===== config.mk =====
export PLATFORM = sky130hd
export DESIGN_NAME = frame_read_arbiter_flat
export DESIGN_NICKNAME = d
export VERILOG_FILES = /design/src/rtl/frame_read_arbiter_pkg.sv /design/src/rtl/frame_read_arbiter_if.sv /design/src/rtl/frame_read_arbiter_rd_tag_pipe.sv /design/src/rtl/frame_read_arbiter.sv /design/src/flat_wrapper.sv
export SDC_FILE = /design/constraint.sdc
export NUM_CORES = 1
export LEC_CHECK = 0
export ABC_CLOCK_PERIOD_IN_PS = 2400
export CORE_MARGIN = 5
export CORE_UTILIZATION = 28
export CTS_CLUSTER_SIZE = 8
export DETAILED_ROUTE_END_ITERATION = 10
export PLACE_DENSITY = 0.58
export SLEW_MARGIN = 20
export SYNTH_ARGS = -nofsm -noshare
export SYNTH_HDL_FRONTEND = slang
export SYNTH_HIERARCHICAL = 1
export SYNTH_SLANG_ARGS = --single-unit

===== constraint.sdc =====
create_clock -name clk -period 2.4 [get_ports clk]
set_input_delay 0.6 -clock clk [delete_from_list [all_inputs] [get_ports clk]]
set_output_delay 0.6 -clock clk [all_outputs]
set_load 0.005 [all_outputs]

===== src/rtl/frame_read_arbiter_pkg.sv =====
// Shared types and constants for the frame-buffer read arbiter.
// Frame geometry is 320x240 RGB444.
package frame_arb_pkg;

  typedef enum logic [1:0] {
    IDLE = 2'd0,
    OWN0 = 2'd1,
    OWN1 = 2'd2
  } arb_state_t;

  localparam int ADDR_W_DEF    = 17;
  localparam int DATA_W_DEF    = 12;
  localparam int MAX_BURST_DEF = 80;

  localparam int FRAME_W = 320;
  localparam int FRAME_H = 240;

  typedef struct packed {
    logic valid;
    logic id;
  } rd_tag_t;

endpackage


===== src/rtl/frame_read_arbiter_if.sv =====
// Requester, return and frame-memory signals of the read arbiter.
// slave = arbiter side, master = line-buffer/memory side.
interface frame_read_arbiter_if
  import frame_arb_pkg::*;
#(
  parameter int ADDR_W = ADDR_W_DEF,
  parameter int DATA_W = DATA_W_DEF
) ();

  logic              frame_start;
  logic              req0;
  logic              req1;
  logic [ADDR_W-1:0] addr0;
  logic [ADDR_W-1:0] addr1;
  logic              gnt0;
  logic              gnt1;
  logic              rvalid0;
  logic              rvalid1;
  logic [DATA_W-1:0] rdata;
  logic              mem_re;
  logic [ADDR_W-1:0] mem_addr;
  logic [DATA_W-1:0] mem_rdata;
  logic              busy;

  modport slave (
    input  frame_start,
    input  req0,
    input  req1,
    input  addr0,
    input  addr1,
    input  mem_rdata,
    output gnt0,
    output gnt1,
    output rvalid0,
    output rvalid1,
    output rdata,
    output mem_re,
    output mem_addr,
    output busy
  );

  modport master (
    output frame_start,
    output req0,
    output req1,
    output addr0,
    output addr1,
    output mem_rdata,
    input  gnt0,
    input  gnt1,
    input  rvalid0,
    input  rvalid1,
    input  rdata,
    input  mem_re,
    input  mem_addr,
    input  busy
  );

endinterface


===== src/rtl/frame_read_arbiter_rd_tag_pipe.sv =====
// RD_LAT-deep {valid, id} shift register that follows each read
// from issue to the cycle its data is sampled.
module rd_tag_pipe
  import frame_arb_pkg::*;
#(
  parameter int RD_LAT = 1
) (
  input  logic    clk,
  input  logic    rst_n,
  input  rd_tag_t tag_i,
  output rd_tag_t tag_o
);

  rd_tag_t pipe_q [RD_LAT];

  always_ff @(posedge clk or negedge rst_n) begin
    if (!rst_n) begin
      for (int i = 0; i < RD_LAT; i++) begin
        pipe_q[i] <= '0;
      end
    end else begin
      pipe_q[0] <= tag_i;
      for (int i = 1; i < RD_LAT; i++) begin
        pipe_q[i] <= pipe_q[i-1];
      end
    end
  end

  assign tag_o = pipe_q[RD_LAT-1];

endmodule


===== src/rtl/frame_read_arbiter.sv =====
// Two-requester frame-buffer read arbiter with burst limit,
// zero-bubble owner switch and in-order tagged read return.
module frame_read_arbiter
  import frame_arb_pkg::*;
#(
  parameter int ADDR_W    = ADDR_W_DEF,
  parameter int DATA_W    = DATA_W_DEF,
  parameter int MAX_BURST = MAX_BURST_DEF,
  parameter int RD_LAT    = 1
) (
  input logic                 clk,
  input logic                 reset,
  frame_read_arbiter_if.slave bus
);

  localparam int CNT_W =
    ($clog2(MAX_BURST) > 0) ? $clog2(MAX_BURST) : 1;
  localparam logic [CNT_W-1:0] CNT_MAX =
    CNT_W'(MAX_BURST - 1);

  arb_state_t        state_q, state_d;
  logic [CNT_W-1:0]  cnt_q, cnt_d;
  logic              last_q, last_d;
  logic              mem_re_q;
  logic [ADDR_W-1:0] mem_addr_q;
  logic              rv0_q, rv1_q;
  logic [DATA_W-1:0] rdata_q;
  logic              gnt0, gnt1, accept;
  rd_tag_t           tag_in, tag_out;

  always_comb begin
    state_d = state_q;
    if (bus.frame_start) begin
      state_d = IDLE;
    end else begin
      unique case (state_q)
        IDLE: begin
          if (bus.req0 && bus.req1)
            state_d = last_q ? OWN0 : OWN1;
          else if (bus.req0)
            state_d = OWN0;
          else if (bus.req1)
            state_d = OWN1;
        end
        OWN0: begin
          if (bus.req0 && (cnt_q < CNT_MAX || !bus.req1))
            state_d = OWN0;
          else if (bus.req1)
            state_d = OWN1;
          else
            state_d = IDLE;
        end
        OWN1: begin
          if (bus.req1 && (cnt_q < CNT_MAX || !bus.req0))
            state_d = OWN1;
          else if (bus.req0)
            state_d = OWN0;
          else
            state_d = IDLE;
        end
        default: state_d = IDLE;
      endcase
    end
  end

  // Gated by reset so grants stay low while the block is held in reset.
  assign gnt0   = reset & bus.req0 & (state_d == OWN0);
  assign gnt1   = reset & bus.req1 & (state_d == OWN1);
  assign accept = gnt0 | gnt1;

  always_comb begin
    cnt_d  = cnt_q;
    last_d = last_q;
    if (bus.frame_start) begin
      cnt_d  = '0;
      last_d = 1'b1;
    end else begin
      if (state_d != state_q)
        cnt_d = '0;
      else if (accept && cnt_q != CNT_MAX)
        cnt_d = cnt_q + 1'b1;
      unique case (1'b1)
        state_d == OWN0: last_d = 1'b0;
        state_d == OWN1: last_d = 1'b1;
        default:         last_d = last_q;
      endcase
    end
  end

  assign tag_in = '{valid: accept, id: gnt1};

  rd_tag_pipe #(
    .RD_LAT (RD_LAT)
  ) u_tags (
    .clk   (clk),
    .rst_n (reset),
    .tag_i (tag_in),
    .tag_o (tag_out)
  );

  always_ff @(posedge clk or negedge reset) begin
    if (!reset) begin
      state_q    <= IDLE;
      cnt_q      <= '0;
      last_q     <= 1'b1;
      mem_re_q   <= 1'b0;
      mem_addr_q <= '0;
      rv0_q      <= 1'b0;
      rv1_q      <= 1'b0;
      rdata_q    <= '0;
    end else begin
      state_q  <= state_d;
      cnt_q    <= cnt_d;
      last_q   <= last_d;
      mem_re_q <= accept;
      if (accept)
        mem_addr_q <= gnt1 ? bus.addr1 : bus.addr0;
      rv0_q <= tag_out.valid & ~tag_out.id;
      rv1_q <= tag_out.valid & tag_out.id;
      if (tag_out.valid)
        rdata_q <= bus.mem_rdata;
    end
  end

  assign bus.gnt0     = gnt0;
  assign bus.gnt1     = gnt1;
  assign bus.mem_re   = mem_re_q;
  assign bus.mem_addr = mem_addr_q;
  assign bus.rvalid0  = rv0_q;
  assign bus.rvalid1  = rv1_q;
  assign bus.rdata    = rdata_q;
  assign bus.busy     = (state_q != IDLE);

endmodule


===== src/flat_wrapper.sv =====
// flat-port wrapper written by rule: the top's interface ports become plain ports
module frame_read_arbiter_flat import frame_arb_pkg::*;
#(
  parameter int ADDR_W    = ADDR_W_DEF,
  parameter int DATA_W    = DATA_W_DEF,
  parameter int MAX_BURST = MAX_BURST_DEF,
  parameter int RD_LAT    = 1
)
  (clk, reset, bus_frame_start, bus_req0, bus_req1, bus_addr0, bus_addr1, bus_mem_rdata, bus_gnt0, bus_gnt1, bus_rvalid0, bus_rvalid1, bus_rdata, bus_mem_re, bus_mem_addr, bus_busy);
  frame_read_arbiter_if #(.ADDR_W(ADDR_W), .DATA_W(DATA_W)) bus_i ();
  input logic clk;
  input logic reset;
  input wire logic [$bits(bus_i.frame_start)-1:0] bus_frame_start;
  input wire logic [$bits(bus_i.req0)-1:0] bus_req0;
  input wire logic [$bits(bus_i.req1)-1:0] bus_req1;
  input wire logic [$bits(bus_i.addr0)-1:0] bus_addr0;
  input wire logic [$bits(bus_i.addr1)-1:0] bus_addr1;
  input wire logic [$bits(bus_i.mem_rdata)-1:0] bus_mem_rdata;
  output wire logic [$bits(bus_i.gnt0)-1:0] bus_gnt0;
  output wire logic [$bits(bus_i.gnt1)-1:0] bus_gnt1;
  output wire logic [$bits(bus_i.rvalid0)-1:0] bus_rvalid0;
  output wire logic [$bits(bus_i.rvalid1)-1:0] bus_rvalid1;
  output wire logic [$bits(bus_i.rdata)-1:0] bus_rdata;
  output wire logic [$bits(bus_i.mem_re)-1:0] bus_mem_re;
  output wire logic [$bits(bus_i.mem_addr)-1:0] bus_mem_addr;
  output wire logic [$bits(bus_i.busy)-1:0] bus_busy;
  assign bus_i.frame_start = bus_frame_start;
  assign bus_i.req0 = bus_req0;
  assign bus_i.req1 = bus_req1;
  assign bus_i.addr0 = bus_addr0;
  assign bus_i.addr1 = bus_addr1;
  assign bus_i.mem_rdata = bus_mem_rdata;
  assign bus_gnt0 = bus_i.gnt0;
  assign bus_gnt1 = bus_i.gnt1;
  assign bus_rvalid0 = bus_i.rvalid0;
  assign bus_rvalid1 = bus_i.rvalid1;
  assign bus_rdata = bus_i.rdata;
  assign bus_mem_re = bus_i.mem_re;
  assign bus_mem_addr = bus_i.mem_addr;
  assign bus_busy = bus_i.busy;
  frame_read_arbiter #(.ADDR_W(ADDR_W), .DATA_W(DATA_W), .MAX_BURST(MAX_BURST), .RD_LAT(RD_LAT)) u_core (.clk(clk), .reset(reset), .bus(bus_i));
endmodule

# [Yosys cells after proc, flatten, opt, wreduce, memory -nomap -nowiden]
# Index checks and enable logic that the tools add are counted.
[op_classes] add_sub_neg=1 n_reduce_logical=12 magnitude_cmp=1 n_eq_ne=6 n_mux=16 n_bitwise=8
[op_table] op="$mux 7" n=3
[op_table] op="$mux 17" n=1
[op_table] op="$mux 2" n=8
[op_table] op="$add 7x1->7 const B" n=1
[op_table] op="$lt 7x7->1 const B" n=1
[op_table] op="$ne 7x7->1 const B" n=1
[op_table] op="$and 1x1->1" n=6
[op_table] op="$pmux 2 s3" n=1
[op_table] op="$reduce_bool 3->1" n=2
[op_table] op="$eq 2x1->1 const B" n=2
[op_table] op="$eq 2x2->1 const B" n=2
[op_table] op="$logic_and 1x1->1" n=4
[op_table] op="$logic_not 1->1" n=2
[op_table] op="$logic_not 2->1" n=1
[op_table] op="$logic_or 1x1->1" n=2
[op_table] op="$mux 1" n=2
[op_table] op="$ne 2x2->1" n=1
[op_table] op="$pmux 1 s2" n=1
[op_table] op="$reduce_bool 2->1" n=1
[op_table] op="$not 1->1" n=1
[op_table] op="$or 1x1->1" n=1
[totals] output_inout_bits=35 in_bits=51 word_cells=53 regBits=43

# [Longest topological paths before layout]
# Gate-level depths: netlist of run 1.
[logic_depth] ltp_word=13 mapped_depth=8 ltp_nobuf=7

# [Cells and area by module]
# Netlist of run 1, hierarchy kept.
[by_module_without_submodules] module="frame_read_arbiter" cells_each=185 seq_area_each_um2=1052.3 area_each_um2=2084.5 n_inst=1
[by_module_without_submodules] module="rd_tag_pipe" cells_each=2 seq_area_each_um2=50.0 area_each_um2=50.0 n_inst=1

# [Least setup slack after synthesis of run 1]
# No wires, ideal clock.
[synth_timing] path_type="reg2out" from="register u_core.cnt_q[4]" to="output bus_gnt0" n_path_buf=1 t_arrival_ns=1.590 stages_incl_launch_ff=7 required_time_ns=1.800 path_slack_ns=0.210 path_cell_list="dfrtp_1 -> or2_4 -> o21a_4 -> a221o_1 -> nand3_2 -> inv_2 -> buf_2"
[synth_via] elab_chain_cells=8 word_cells_on_any_way=11 classes_between="1 x order compare; 1 x eq/ne; 4 x mux; 1 x bitwise; 4 x reduce/logical"
[synth_rtl] element="start: declaration" line_no="frame_read_arbiter.sv:22" source="logic [CNT_W-1:0] cnt_q, cnt_d;"
[synth_rtl] element="start signal: assignment" line_no="frame_read_arbiter.sv:113" source="cnt_q <= cnt_d;"
[synth_rtl] element="$lt 7x7->1 (*)" line_no="frame_read_arbiter.sv:46, frame_read_arbiter.sv:54"
[synth_rtl] element="$logic_or 1x1->1 (on tied branches)" line_no="frame_read_arbiter.sv:54, frame_read_arbiter.sv:46"
[synth_rtl] element="$logic_and 1x1->1 (on tied branches)" line_no="frame_read_arbiter.sv:54, frame_read_arbiter.sv:46"
[synth_rtl] element="$mux 2 (on tied branches)" line_no="frame_read_arbiter.sv:54, frame_read_arbiter.sv:46"
[synth_rtl] element="$pmux 2 s3 (*)" line_no="frame_read_arbiter.sv:36" source="unique case (state_q)"
[synth_rtl] element="$mux 2 (*)" line_no="frame_read_arbiter.sv:33" source="if (bus.frame_start) begin"
[synth_rtl] element="$eq 2x1->1 (*)" line_no="frame_read_arbiter.sv:67" source="assign gnt0 = reset & bus.req0 & (state_d == OWN0);"
[synth_rtl] element="$and 1x1->1 (*)" line_no="frame_read_arbiter.sv:67"
[synth_rtl] element="end: declaration" line_no="flat_wrapper.sv:19" source="output wire logic [$bits(bus_i.gnt0)-1:0] bus_gnt0;"
# Mark *: on every way between the ends. The rest lies on a longest branch, timed or not.

# [Worst setup path in the final report of run 1]
[layout_timing] from="register u_core.cnt_q[5]" to="output bus_gnt0"
# Same word-level chain as after synthesis.

==> results of run 1 <==
-- synth_stat cells (2+ instances only) --
| library cell | instances |
|---|---|
| sky130_fd_sc_hd__clkbuf_1 | 3 |
| sky130_fd_sc_hd__nand2b_1 | 2 |
| sky130_fd_sc_hd__buf_2 | 6 |
| sky130_fd_sc_hd__o2111ai_1 | 4 |
| sky130_fd_sc_hd__dfrtp_1 | 43 |
| sky130_fd_sc_hd__nand2_1 | 13 |
| sky130_fd_sc_hd__and2_1 | 2 |
| sky130_fd_sc_hd__nand3_1 | 8 |
| sky130_fd_sc_hd__nor2b_1 | 2 |
| sky130_fd_sc_hd__and3_1 | 20 |
| sky130_fd_sc_hd__mux2_2 | 12 |
| sky130_fd_sc_hd__o211ai_1 | 3 |
| sky130_fd_sc_hd__inv_1 | 6 |
| sky130_fd_sc_hd__buf_6 | 3 |
| sky130_fd_sc_hd__nor2_1 | 4 |
| sky130_fd_sc_hd__a2111o_1 | 2 |
| sky130_fd_sc_hd__o21ai_0 | 2 |
| sky130_fd_sc_hd__or2_2 | 2 |
| sky130_fd_sc_hd__a21oi_1 | 6 |
| sky130_fd_sc_hd__a221o_1 | 18 |
| sky130_fd_sc_hd__o211a_1 | 2 |
| sky130_fd_sc_hd__mux2i_1 | 3 |
-- logic make-up (layout without fill, tap and decap cells) --
logic type / after synthesis / after routing / share of synthesized area
AND/OR/NAND/NOR: 59 / 59 / 0.152
AO/OA/AOI/OAI: 48 / 48 / 0.198
flip-flops: 44 / 44 / 0.516
buffers and inverters: 20 / 133 / 0.0510
multiplexers: 15 / 15 / 0.0774
adder cells (fa/ha/maj): 1 / 1 / 0.00586
-- routing by layer --
metal / share of wire / track usage / up-vias
met5: 0 / 0 / -
met2: 0.47 / 0.218 / 69
li1: - / - / 932
met4: 0.016 / 0.0309 / 0
met1: 0.46 / 0.161 / 907
met3: 0.059 / 0.0416 / 10
-- critical path, cell delays in order, from the launching register on --
cell and delay (ns):
sky130_fd_sc_hd__dfrtp_1 0.39, sky130_fd_sc_hd__or2_4 0.26, sky130_fd_sc_hd__o21a_4 0.21, sky130_fd_sc_hd__a221o_1 0.34, sky130_fd_sc_hd__nand3_2 0.09, sky130_fd_sc_hd__inv_2 0.05, sky130_fd_sc_hd__buf_6 0.11
-- worst paths after layout --
path,start,endpoint,cells after the start,slack [ns]
min in group asynchronous,reset,u_core/state_q[0],3,0.48
worst min register to register,u_core/u_tags/tag_o[0],u_core/bus.rvalid0,1,0.42
worst max register to register,u_core/cnt_q[5],u_core/cnt_q[0],7,0.28
worst min-delay path,u_core/u_tags/tag_o[0],u_core/bus.rvalid0,1,0.42
max in group asynchronous,reset,u_core/last_q,3,1.53
worst max-delay path,u_core/cnt_q[5],bus_gnt0,6,0.07
-- final cells by class --
cell class / instances / area [um^2] / share of cell area
Sequential cell: 44 / 1100 / 0.326
Tap cell: 99 / 124 / 0.0366
Multi-Input combinational cell: 123 / 936 / 0.276
Clock buffer: 6 / 72.6 / 0.0214
Inverter: 7 / 26.3 / 0.00776
Clock inverter: 2 / 35.0 / 0.0103
Timing Repair Buffer: 118 / 1090 / 0.322
-- state kept, by name, summed over array words and instances (netlist names) --
signal / cells
u_core/last_q: 1
u_core/bus.rdata: 12
u_core/state_q: 2
u_core/bus.rvalid0: 1
u_core/bus.mem_addr: 17
u_core/bus.mem_re: 1
u_core/cnt_q: 7
u_core/bus.rvalid1: 1
u_core/u_tags/tag_o: 2
-- through the flow --
| stage | utilization | hold WS [ns] | std cells |
|---|---|---|---|
| global placement | 0.439 | 0.404 | 384 |
| detailed placement | 0.439 | 0.409 | 384 |
| floorplan | - | 0.304 | 187 |
| global route | 0.462 | 0.451 | 399 |
| CTS | 0.460 | 0.421 | 399 |
| finish | 0.462 | 0.418 | 399 |
-- repair_timing --
item | CTS | global route
resized for setup | 15 | 2
endpoints found under the setup margin | 2 | 2
pin swaps | 6 | 4
buffers inserted | 7 | 0
-- power groups by stage --
stage	clock (W)	sequential, W	combinational (W)
floorplan	0	0.000952	0.000202
global placement	0	0.000942	0.000617
detailed placement	0	0.000942	0.000621
CTS	0.000592	0.000932	0.000629
global route	0.000624	0.000949	0.000673
finish	0.000569	0.000930	0.000621
==> results.txt, run 1 <==
- Mapped Avg Cell Area: 11.4 um^2
- The initialized floorplan defines 31 standard-cell rows.
* Top flip-flop cell by instance count after synthesis: sky130_fd_sc_hd__dfrtp_1
- Post-synth design cell area: 2130 um^2
* Overall fraction of global-route tracks in use: 0.129
- Dividing the detail-routed via count by the number of cells gives 4.81.
- Proportion of power drawn by combinational gates: 0.293
- The detailed router finished its first iteration with 139 violations.
- In this run, post-CTS hold repair placed 0 buffers.
- Count of flip-flops with a built-in enable after synthesis: 0
- Area delta synth->final: 58.6%
- The core region is 7330 um^2.
- Summed over all instances, the cell type with the most area after synthesis is sky130_fd_sc_hd__dfrtp_1.
- Die span in y: 97.3 um
- The H-tree was split into 2 levels.
- The die is 97.3 um wide.
- Bufs on Longest Clock Path: 2
* Number of antenna repair diodes: 0
* Proportion of total power due to net switching: 0.244
* Highest attainable clock frequency: 429 MHz
* Unrepaired setup endpoints after global routing: yes
* Relative contribution of the clock network to total power: 0.268
- Proportion of synthesized flip-flops having asynchronous set or reset: 1.00
* Insertion delay of the later-clocked pin in the worst-skew pair: 0.30 ns
* Number of clock sinks: 44
* Share of the synthesized area in the top cell type: 0.504
- Final hold violations: 0
- The net count of the finished layout is 351.
- The first global-routing pass estimated 10200 um of wire.
- Detailed-route via count: 1918
* Status: finished clean
* Number of maximum-capacitance violations: 0
- Fin crit period: 2.33 ns
- Type of the worst setup path: reg -> out
* Final worst path period share: 0.970
- The number of antenna violations at the first check in global routing was 0.
- Clk root buf: sky130_fd_sc_hd__clkbuf_8
- The library cell used most frequently in the layout, excluding fill and tap cells, is sky130_fd_sc_hd__clkdlybuf4s50_1.
- Number of top-level pins: 86
- Number of different library cells in the post-synthesis netlist: 43
- Max FO, Critical Path: 3
- The clock arrives with 0.00616 ns of skew.
- STA puts the critical path data arrival time at 1.73 ns.
* Total overflow reported by the global router: 0
* Sequential area share after synthesis: 0.516
- The share of total power dissipated in sequential elements is 0.439.
- Across all setup checks in the final design, the least slack found is 0.0711 ns.
- Final Wtd Congestion: 0.832
- The worst setup path is captured at an output port.
- Share of post-route cells with drive strength above 1: 0.227
- Headroom to the max-slew limit: 0.627
- Max Transition Viols Final: 0
- Routed Antenna Nets: 0
* Leakage power: 1.52 nW
- In the post-synthesis netlist, the biggest area contributors are sky130_fd_sc_hd__dfrtp_1 50%, sky130_fd_sc_hd__a221o_1 8.4%, sky130_fd_sc_hd__mux2_2 6.3%.
* Psw: 0.000516 W
- Cell Int Power: 0.00160 W
- Setup violations remaining at the end of the flow were counted as 0.
- TritonCTS built the clock tree.
- The floorplan step defined a die boundary enclosing 9470 um^2.
- In this run the worst hold path is classified as reg -> reg.
- Total power per unit cell area: 626 nW/um^2
- Dividing the detail-routed wire length by the instance count gives 15.1 um.
* Syn. warnings: 6
* Maximum number of pins on one net before global-route repair: 45
- The number of global-route vias before repair came to 2098.
* Final routed DRC violation total: 0
* Worst IR drop on VDD: 0.000285 V
- After clock tree synthesis, the clock-pin slew on the worst setup and hold paths is 0.08 ns.
- Setup total negative slack on the finished layout was measured at 0 ns.
- Gate Count Post-Synth: 187
* Initial Utilization: 0.291
- Number of port buffers: 85
* Slew @ Worst Pin: 0.559 ns
* Length of the first detailed-routing pass in iterations: 4
- Area of placed instances: 3220 um^2
- Overall power consumption after layout is estimated at 0.00212 W.
- Cts bufs inserted: 5
* Final wirelength: 6040 um
- At the placement stage, the worst setup path has a slack of -0.511 ns.
- At the worst endpoint, the required time is 1.80 ns.
* DP Wirelength: 4190 um
* Sort of element at the start of the critical path: flip-flop
* Finished Cell Area: 3390 um^2
* Syn_nets: 239
* Register bit total from synthesis: 44
* Number of fillers in the final layout: 679
- Commonest cells after routing, fill and taps aside: 79 x sky130_fd_sc_hd__clkdlybuf4s50_1, 43 x sky130_fd_sc_hd__dfrtp_1, 32 x sky130_fd_sc_hd__buf_4
(Power assumes the default switching activity.)
==> run 2, diff against run 1 <==
--- a/config.mk
+++ b/config.mk
@@ -10,7 +10,7 @@
 export CORE_UTILIZATION = 28
 export CTS_CLUSTER_SIZE = 8
 export DETAILED_ROUTE_END_ITERATION = 10
-export PLACE_DENSITY = 0.58
+export PLACE_DENSITY = 0.67
 export SLEW_MARGIN = 20
 export SYNTH_ARGS = -nofsm -noshare
 export SYNTH_HDL_FRONTEND = slang
==> results.txt, run 2 (synthesized netlist as in run 1, its figures left out) <==
- Via count of the first global-routing pass: 2038 (was 2098)
* Global-route wire length before repair: 9630 um (was 10200 um)
* DRT iter0 DRCs: 144 (was 139)
- Total overflow reported by the global router: 0 (unchanged)
* Leakage power: 1.50 nW (was 1.52 nW)
* Number of standard-cell rows in the floorplan: 31 (unchanged)
- The total number of nets in the final design is 346 (was 351).
- Commonest cells after routing, fill and taps aside: 79 x sky130_fd_sc_hd__clkdlybuf4s50_1, 43 x sky130_fd_sc_hd__dfrtp_1, 28 x sky130_fd_sc_hd__buf_4 (was 79 x sky130_fd_sc_hd__clkdlybuf4s50_1, 43 x sky130_fd_sc_hd__dfrtp_1, 32 x sky130_fd_sc_hd__buf_4).
- The placed standard-cell area is 3220 um^2 (unchanged).
* Sort of element at the start of the critical path: flip-flop (unchanged)
- Final Wtd Congestion: 0.868 (was 0.832)
* Max FFs per register: 17 (unchanged)
- The number of antenna violations at the first check in global routing is 0 (unchanged).
- The kind of cell with the highest combined delay on the critical path is compound AO/OA/AOI/OAI gates (unchanged).
* Area of the core: 7330 um^2 (unchanged)
* Maximum number of pins on one net before global-route repair: 45 (unchanged)
* Highest attainable clock frequency: 426 MHz (was 429 MHz)
- Post-DR wirelength/cell: 14.8 um (was 15.1 um)
- Sum of buffers and inverters on the critical path: 2 (unchanged)
- Final routed DRC violation total: 0 (unchanged)
* Share of post-route cells with drive strength above 1: 0.214 (was 0.227)
- Headroom to the max-slew limit: 0.630 (was 0.627)
- Length of the first detailed-routing pass in iterations: 4 (unchanged)
* Number of port buffers: 85 (unchanged)
- The slowest cell on the critical path is sky130_fd_sc_hd__dfrtp_1 (unchanged).
- Number of antenna repair diodes: 0 (unchanged)
- CTS tree: built (unchanged)
- Die width: 97.3 um (unchanged)
* Number of top-level pins: 86 (unchanged)
- Total power per unit cell area: 635 nW/um^2 (was 626 nW/um^2)
* Total Die Area: 9470 um^2 (unchanged)
- Class of the tightest hold or removal check: reg -> reg (unchanged)
* Number of vias per cell: 4.89 (was 4.81)
- The largest fanout on the critical path was 3 (unchanged).
* Reg2Reg Setup Slack: 0.31 ns (was 0.28 ns)
- Crit path DAT: 1.75 ns (was 1.73 ns)
* Insertion delay of the later-clocked pin in the worst-skew pair: 0.29 ns (was 0.30 ns)
- Area delta synth->final: 57.3% (was 58.6%)
* Fin crit period: 2.35 ns (was 2.33 ns)
- CP Capture Type: output port (unchanged)
* Number of clock sinks: 44 (unchanged)
- The via count was 1926 (was 1918).
- Slew @ Worst Pin: 0.555 ns (was 0.559 ns)
- Worst IR drop on VDD: 0.000251 V (was 0.000285 V)
* Number of fillers in the final layout: 667 (was 679)
* Initial Utilization: 0.291 (unchanged)
- Final wirelength: 5850 um (was 6040 um)
* Post-route worst hold slack: 0.414 ns (was 0.418 ns)
- The floorplan die height is 97.3 um (unchanged).
- The type of the setup path with the least slack is reg -> out (unchanged).
* Most common cell after layout, fill and taps aside: sky130_fd_sc_hd__clkdlybuf4s50_1 (unchanged)
- Critical path, cell by cell: or2_4 -> o21a_4 -> a221o_1 -> nand3_2 -> inv_2 -> buf_6 (unchanged)
- The final instance area came to 3360 um^2 (was 3390 um^2).
* Delay of the slowest cell on the worst path: 0.38 ns (was 0.39 ns)
- Clk root buf: sky130_fd_sc_hd__clkbuf_8 (unchanged)
* Final hold violations: 0 (unchanged)
* Htree depth: 2 (unchanged)
* Routed Antenna Nets: 0 (unchanged)
- Final Skew: 0.0112 ns (was 0.00616 ns)
- The number of max-cap violations came to 0 (unchanged).
- Unrepaired setup endpoints after global routing: yes (unchanged)
* Final core utilization: 0.458 (was 0.462)
* Final worst path period share: 0.978 (was 0.970)
* DP Wirelength: 4230 um (was 4190 um)
- Final setup vio count: 0 (unchanged)
- Clock-pin slew on the worst setup and hold paths: 0.09 ns (was 0.08 ns)
* Cts bufs inserted: 5 (unchanged)
* Bufs on Longest Clock Path: 2 (unchanged)
- Status: finished clean (unchanged).
* Max Transition Viols Final: 0 (unchanged)
- The total routing resource utilization after global routing came to 0.121 (was 0.129).
- The critical path required time was 1.80 ns (about the same).
[run 2: area by class of cell]
type | instances | area (um^2) | area share
timing repair buffer | 113 | 1050 | 0.312
clock buffer | 6 | 82.6 | 0.0246
tap | 99 | 124 | 0.0369
sequential | 44 | 1100 | 0.328
multi-input combinational | 123 | 936 | 0.279
clock inverter | 2 | 38.8 | 0.0115
inverter | 7 | 26.3 | 0.00782
[run 2: per-stage QoR]
step           worst slack (ns)  setup TNS (ns)  power [W]  std cells
6_report                 0.0539               0    0.00213        394
5_1_grt                 -0.0229         -0.0229    0.00225        394
3_5_place_dp             -0.595           -5.02    0.00156        384
3_3_place_gp             -0.548           -3.69    0.00155        384
2_1_floorplan             0.210               0    0.00115        187
4_1_cts                  0.0196               0    0.00216        394
[run 2: repair_timing]
item | 4_1_cts | 5_1_grt
endpoints found under the hold margin | 0 | 0
resized for setup | 15 | 1
buffers inserted | 2 | 0
hold buffers | 0 | 0
endpoints found under the setup margin | 2 | 2
pin swaps | 7 | 1
cloned | 0 | 0
[run 2: power breakdown]
| group | total (W) | internal [W] | switching (W) |
|---|---|---|---|
| Combinational | 0.000611 | 0.000422 | 0.000189 |
| Clock | 0.000590 | 0.000340 | 0.000250 |
| Sequential | 0.000931 | 0.000867 | 0.0000644 |
| Total | 0.00213 | 0.00163 | 0.000504 |
[run 2: final timing paths]
path / start / endpoint / cells past startpoint
hold reg to reg: u_core/u_tags/tag_o[0] / u_core/bus.rvalid0 / 1
setup reg to reg: u_core/cnt_q[5] / u_core/cnt_q[0] / 7
min in group asynchronous: reset / u_core/state_q[1] / 3
hold / removal: u_core/u_tags/tag_o[0] / u_core/bus.rvalid0 / 1
setup / recovery: u_core/cnt_q[5] / bus_gnt0 / 6
max in group asynchronous: reset / u_core/cnt_q[0] / 3
[run 2: metal layers]
layer,up-vias,GRT usage,share of wire
met5,-,0,0
met4,0,0.0288,0.0087
met3,7,0.0330,0.056
met2,70,0.209,0.47
met1,924,0.152,0.47
li1,925,-,-
==> run 3, diff against run 2 <==
--- a/config.mk
+++ b/config.mk
@@ -11,6 +11,8 @@
 export CTS_CLUSTER_SIZE = 8
 export DETAILED_ROUTE_END_ITERATION = 10
 export PLACE_DENSITY = 0.67
+export SKIP_CTS_REPAIR_TIMING = 1
+export SKIP_LAST_GASP = 1
 export SLEW_MARGIN = 20
 export SYNTH_ARGS = -nofsm -noshare
 export SYNTH_HDL_FRONTEND = slang
==> results.txt, run 3 (synthesized netlist as in run 1, its figures left out) <==
* Most common cell after layout, fill and taps aside: sky130_fd_sc_hd__clkdlybuf4s50_1 (unchanged)
- Headroom to the max-slew limit: 0.634 (was 0.630)
- The global placement routability congestion is 0.868 (unchanged).
* Crit path DAT: 1.82 ns (was 1.75 ns)
- The placeable core area came to 7330 um^2 (unchanged).
* Final core utilization: 0.459 (was 0.458)
- The floorplan die height came to 97.3 um (unchanged).
- Leakage power: 1.51 nW (was 1.50 nW)
- The area of the die came to 9470 um^2 (unchanged).
* Die width: 97.3 um (unchanged)
- The power per cell area is 634 nW/um^2 (was 635 nW/um^2).
* Clock-pin slew on the worst setup and hold paths: 0.08 ns (was 0.09 ns)
* DRT iter0 DRCs: 179 (was 144)
* CP Capture Type: output port (unchanged)
* Detailed-route via count: 1948 (was 1926)
- Max FFs per register: 17 (unchanged)
- The type of the setup path with the least slack is in -> out (was reg -> out).
- Most repeated library cell on the critical path: sky130_fd_sc_hd__nand2_2
- The number of I/O port buffers is 85 (unchanged).
- The total routing resource utilization after global routing was 0.120 (was 0.121).
- Number of antenna repair diodes: 0 (unchanged)
- The net load switching power came to 0.000504 W (about the same).
- Post-DR wirelength/cell: 14.8 um (about the same)
- Number of clock sinks: 44 (unchanged)
- Highest attainable clock frequency: 413 MHz (was 426 MHz)
- The row count came to 31 (unchanged).
- Post-Place Cells: 384 (unchanged)
* Final setup vio count: 2 (was 0)
- The remaining design rule violation count was 0 (unchanged).
* Sum of buffers and inverters on the critical path: 3 (was 2)
- Critical path, cell by cell: clkdlybuf4s50_1 -> a21oi_2 -> nand2_2 -> a311oi_2 -> nand2_2 -> inv_2 -> clkbuf_2 (was or2_4 -> o21a_4 -> a221o_1 -> nand3_2 -> inv_2 -> buf_6)
- The total number of nets in the final design was 347 (was 346).
- The sequential cell fraction of total power is 0.436 (was 0.437).
- The worst vdd rail ir drop came to 0.000251 V (about the same).
* Grt met2 use: 0.205 (was 0.209)
- The slowest cell on the critical path is sky130_fd_sc_hd__clkdlybuf4s50_1 (was sky130_fd_sc_hd__dfrtp_1).
- The final hold violation count came to 0 (unchanged).
* Clk root buf: sky130_fd_sc_hd__clkbuf_8 (unchanged)
* Unrepaired setup endpoints after global routing: yes (unchanged)
- The largest fanout on the critical path is 3 (unchanged).
- Relative contribution of the clock network to total power: 0.276 (was 0.277)
- Max Transition Viols Final: 0 (unchanged)
- The post-route total power is 0.00213 W (about the same).
* Proportion of total power due to net switching: 0.236 (about the same)
- The total congestion overflow after global routing was 0 (unchanged).
- The overall routed net length was 5840 um (was 5850 um).
* Number of top-level pins: 86 (unchanged)
* CTS tree: built (unchanged)
- Antenna violations before repair: 0 (unchanged)
- Routed Antenna Nets: 0 (unchanged)
- Insertion delay of the later-clocked pin in the worst-skew pair: 0.29 ns (about the same)
* Number of maximum-capacitance violations: 0 (unchanged)
* Proportion of power drawn by combinational gates: 0.287 (about the same)
* Share of post-route cells with drive strength above 1: 0.223 (was 0.214)
- The detailed placer's ending HPWL is 4230 um (unchanged).
- The first-pass iteration count of the detailed router was 4 (unchanged).
- The critical path required time is 1.80 ns (about the same).
- The met1 track demand over resource in global routing is 0.151 (was 0.152).
- The non-filler instance count after layout came to 395 (was 394).
* Status: finished with violations (was finished clean)
* Met3 Track Usage GR: 0.0330 (unchanged)
- Final worst path period share: 1.01 (was 0.978)
- Via count of the first global-routing pass: 2003 (was 2038)
- Initial Utilization: 0.291 (unchanged)
- Htree depth: 2 (unchanged)
* Bufs on Longest Clock Path: 2 (unchanged)
- Setup slack of the critical path after layout: -0.0205 ns (was 0.0539 ns)
- The actual slew at the worst max-slew pin is 0.549 ns (was 0.555 ns).
- Delay of the slowest cell on the worst path: 0.44 ns (was 0.38 ns)
- The layer carrying the most global-route usage is met2 (unchanged).
- Area delta synth->final: 57.8% (was 57.3%)
- Commonest cells after routing, fill and taps aside: 81 x sky130_fd_sc_hd__clkdlybuf4s50_1, 43 x sky130_fd_sc_hd__dfrtp_1, 29 x sky130_fd_sc_hd__buf_4 (was 79 x sky130_fd_sc_hd__clkdlybuf4s50_1, 43 x sky130_fd_sc_hd__dfrtp_1, 28 x sky130_fd_sc_hd__buf_4)
- Cts bufs inserted: 5 (unchanged)
- Violations in the final reports: negative setup slack
- Number of vias per cell: 4.93 (was 4.89)
* Sort of element at the start of the critical path: primary input (was flip-flop)
- Class of the tightest hold or removal check: reg -> reg (unchanged)
- Global-route wire length before repair: 9540 um (was 9630 um)
- Maximum number of pins on one net before global-route repair: 45 (unchanged)
* Cell Int Power: 0.00163 W (about the same)
* Fin crit period: 2.42 ns (was 2.35 ns)
- Final Skew: 0.0105 ns (was 0.0112 ns)
- The kind of cell with the highest combined delay on the critical path was buffers and inverters (was compound AO/OA/AOI/OAI gates).
## run 3: final timing paths
path	cells after the start	slack, ns	start	endpoint
min in group asynchronous	3	0.52	reset	u_core/bus.mem_addr[14]
min	1	0.41	u_core/u_tags/tag_o[0]	u_core/bus.rvalid0
max reg2reg	8	0.19	u_core/cnt_q[5]	u_core/cnt_q[0]
min reg2reg	1	0.41	u_core/u_tags/tag_o[0]	u_core/bus.rvalid0
max	7	-0.02	bus_frame_start	bus_gnt1
max in group asynchronous	3	1.51	reset	u_core/bus.rdata[5]
## run 3: metrics by stage
step / setup TNS (ns) / area [um^2] / setup slack, ns / hold slack [ns]
floorplan: 0 / 2130 / 0.210 / 0.304
global placement: -3.69 / 3220 / -0.548 / 0.397
detailed placement: -5.02 / 3220 / -0.595 / 0.404
CTS: -1.05 / 3340 / -0.592 / 0.416
global route: -0.181 / 3370 / -0.105 / 0.459
finish: -0.0238 / 3370 / -0.0205 / 0.413
## run 3: final cells by class
type / count / area, um^2
fillers: 667 / 3960
flip-flops and latches: 44 / 1100
repair buffers: 114 / 1060
multi-input cells: 123 / 938
well taps: 99 / 124
clock buffers: 6 / 82.6
clock inverters: 2 / 38.8
inverters: 7 / 26.3
## run 3: power by group through the flow
stage	combinational, W	clock [W]	sequential, W
6_report	0.000613	0.000590	0.000932
5_1_grt	0.000662	0.000643	0.000949
4_1_cts	0.000618	0.000611	0.000933
3_5_place_dp	0.000617	0	0.000944
3_3_place_gp	0.000612	0	0.000940
2_1_floorplan	0.000202	0	0.000952
## run 3: per-layer routing
metal / vias up / wire (um)
met5: - / 0
met4: 0 / 59
met3: 9 / 349
met2: 78 / 2740
met1: 934 / 2690
li1: 927 / -
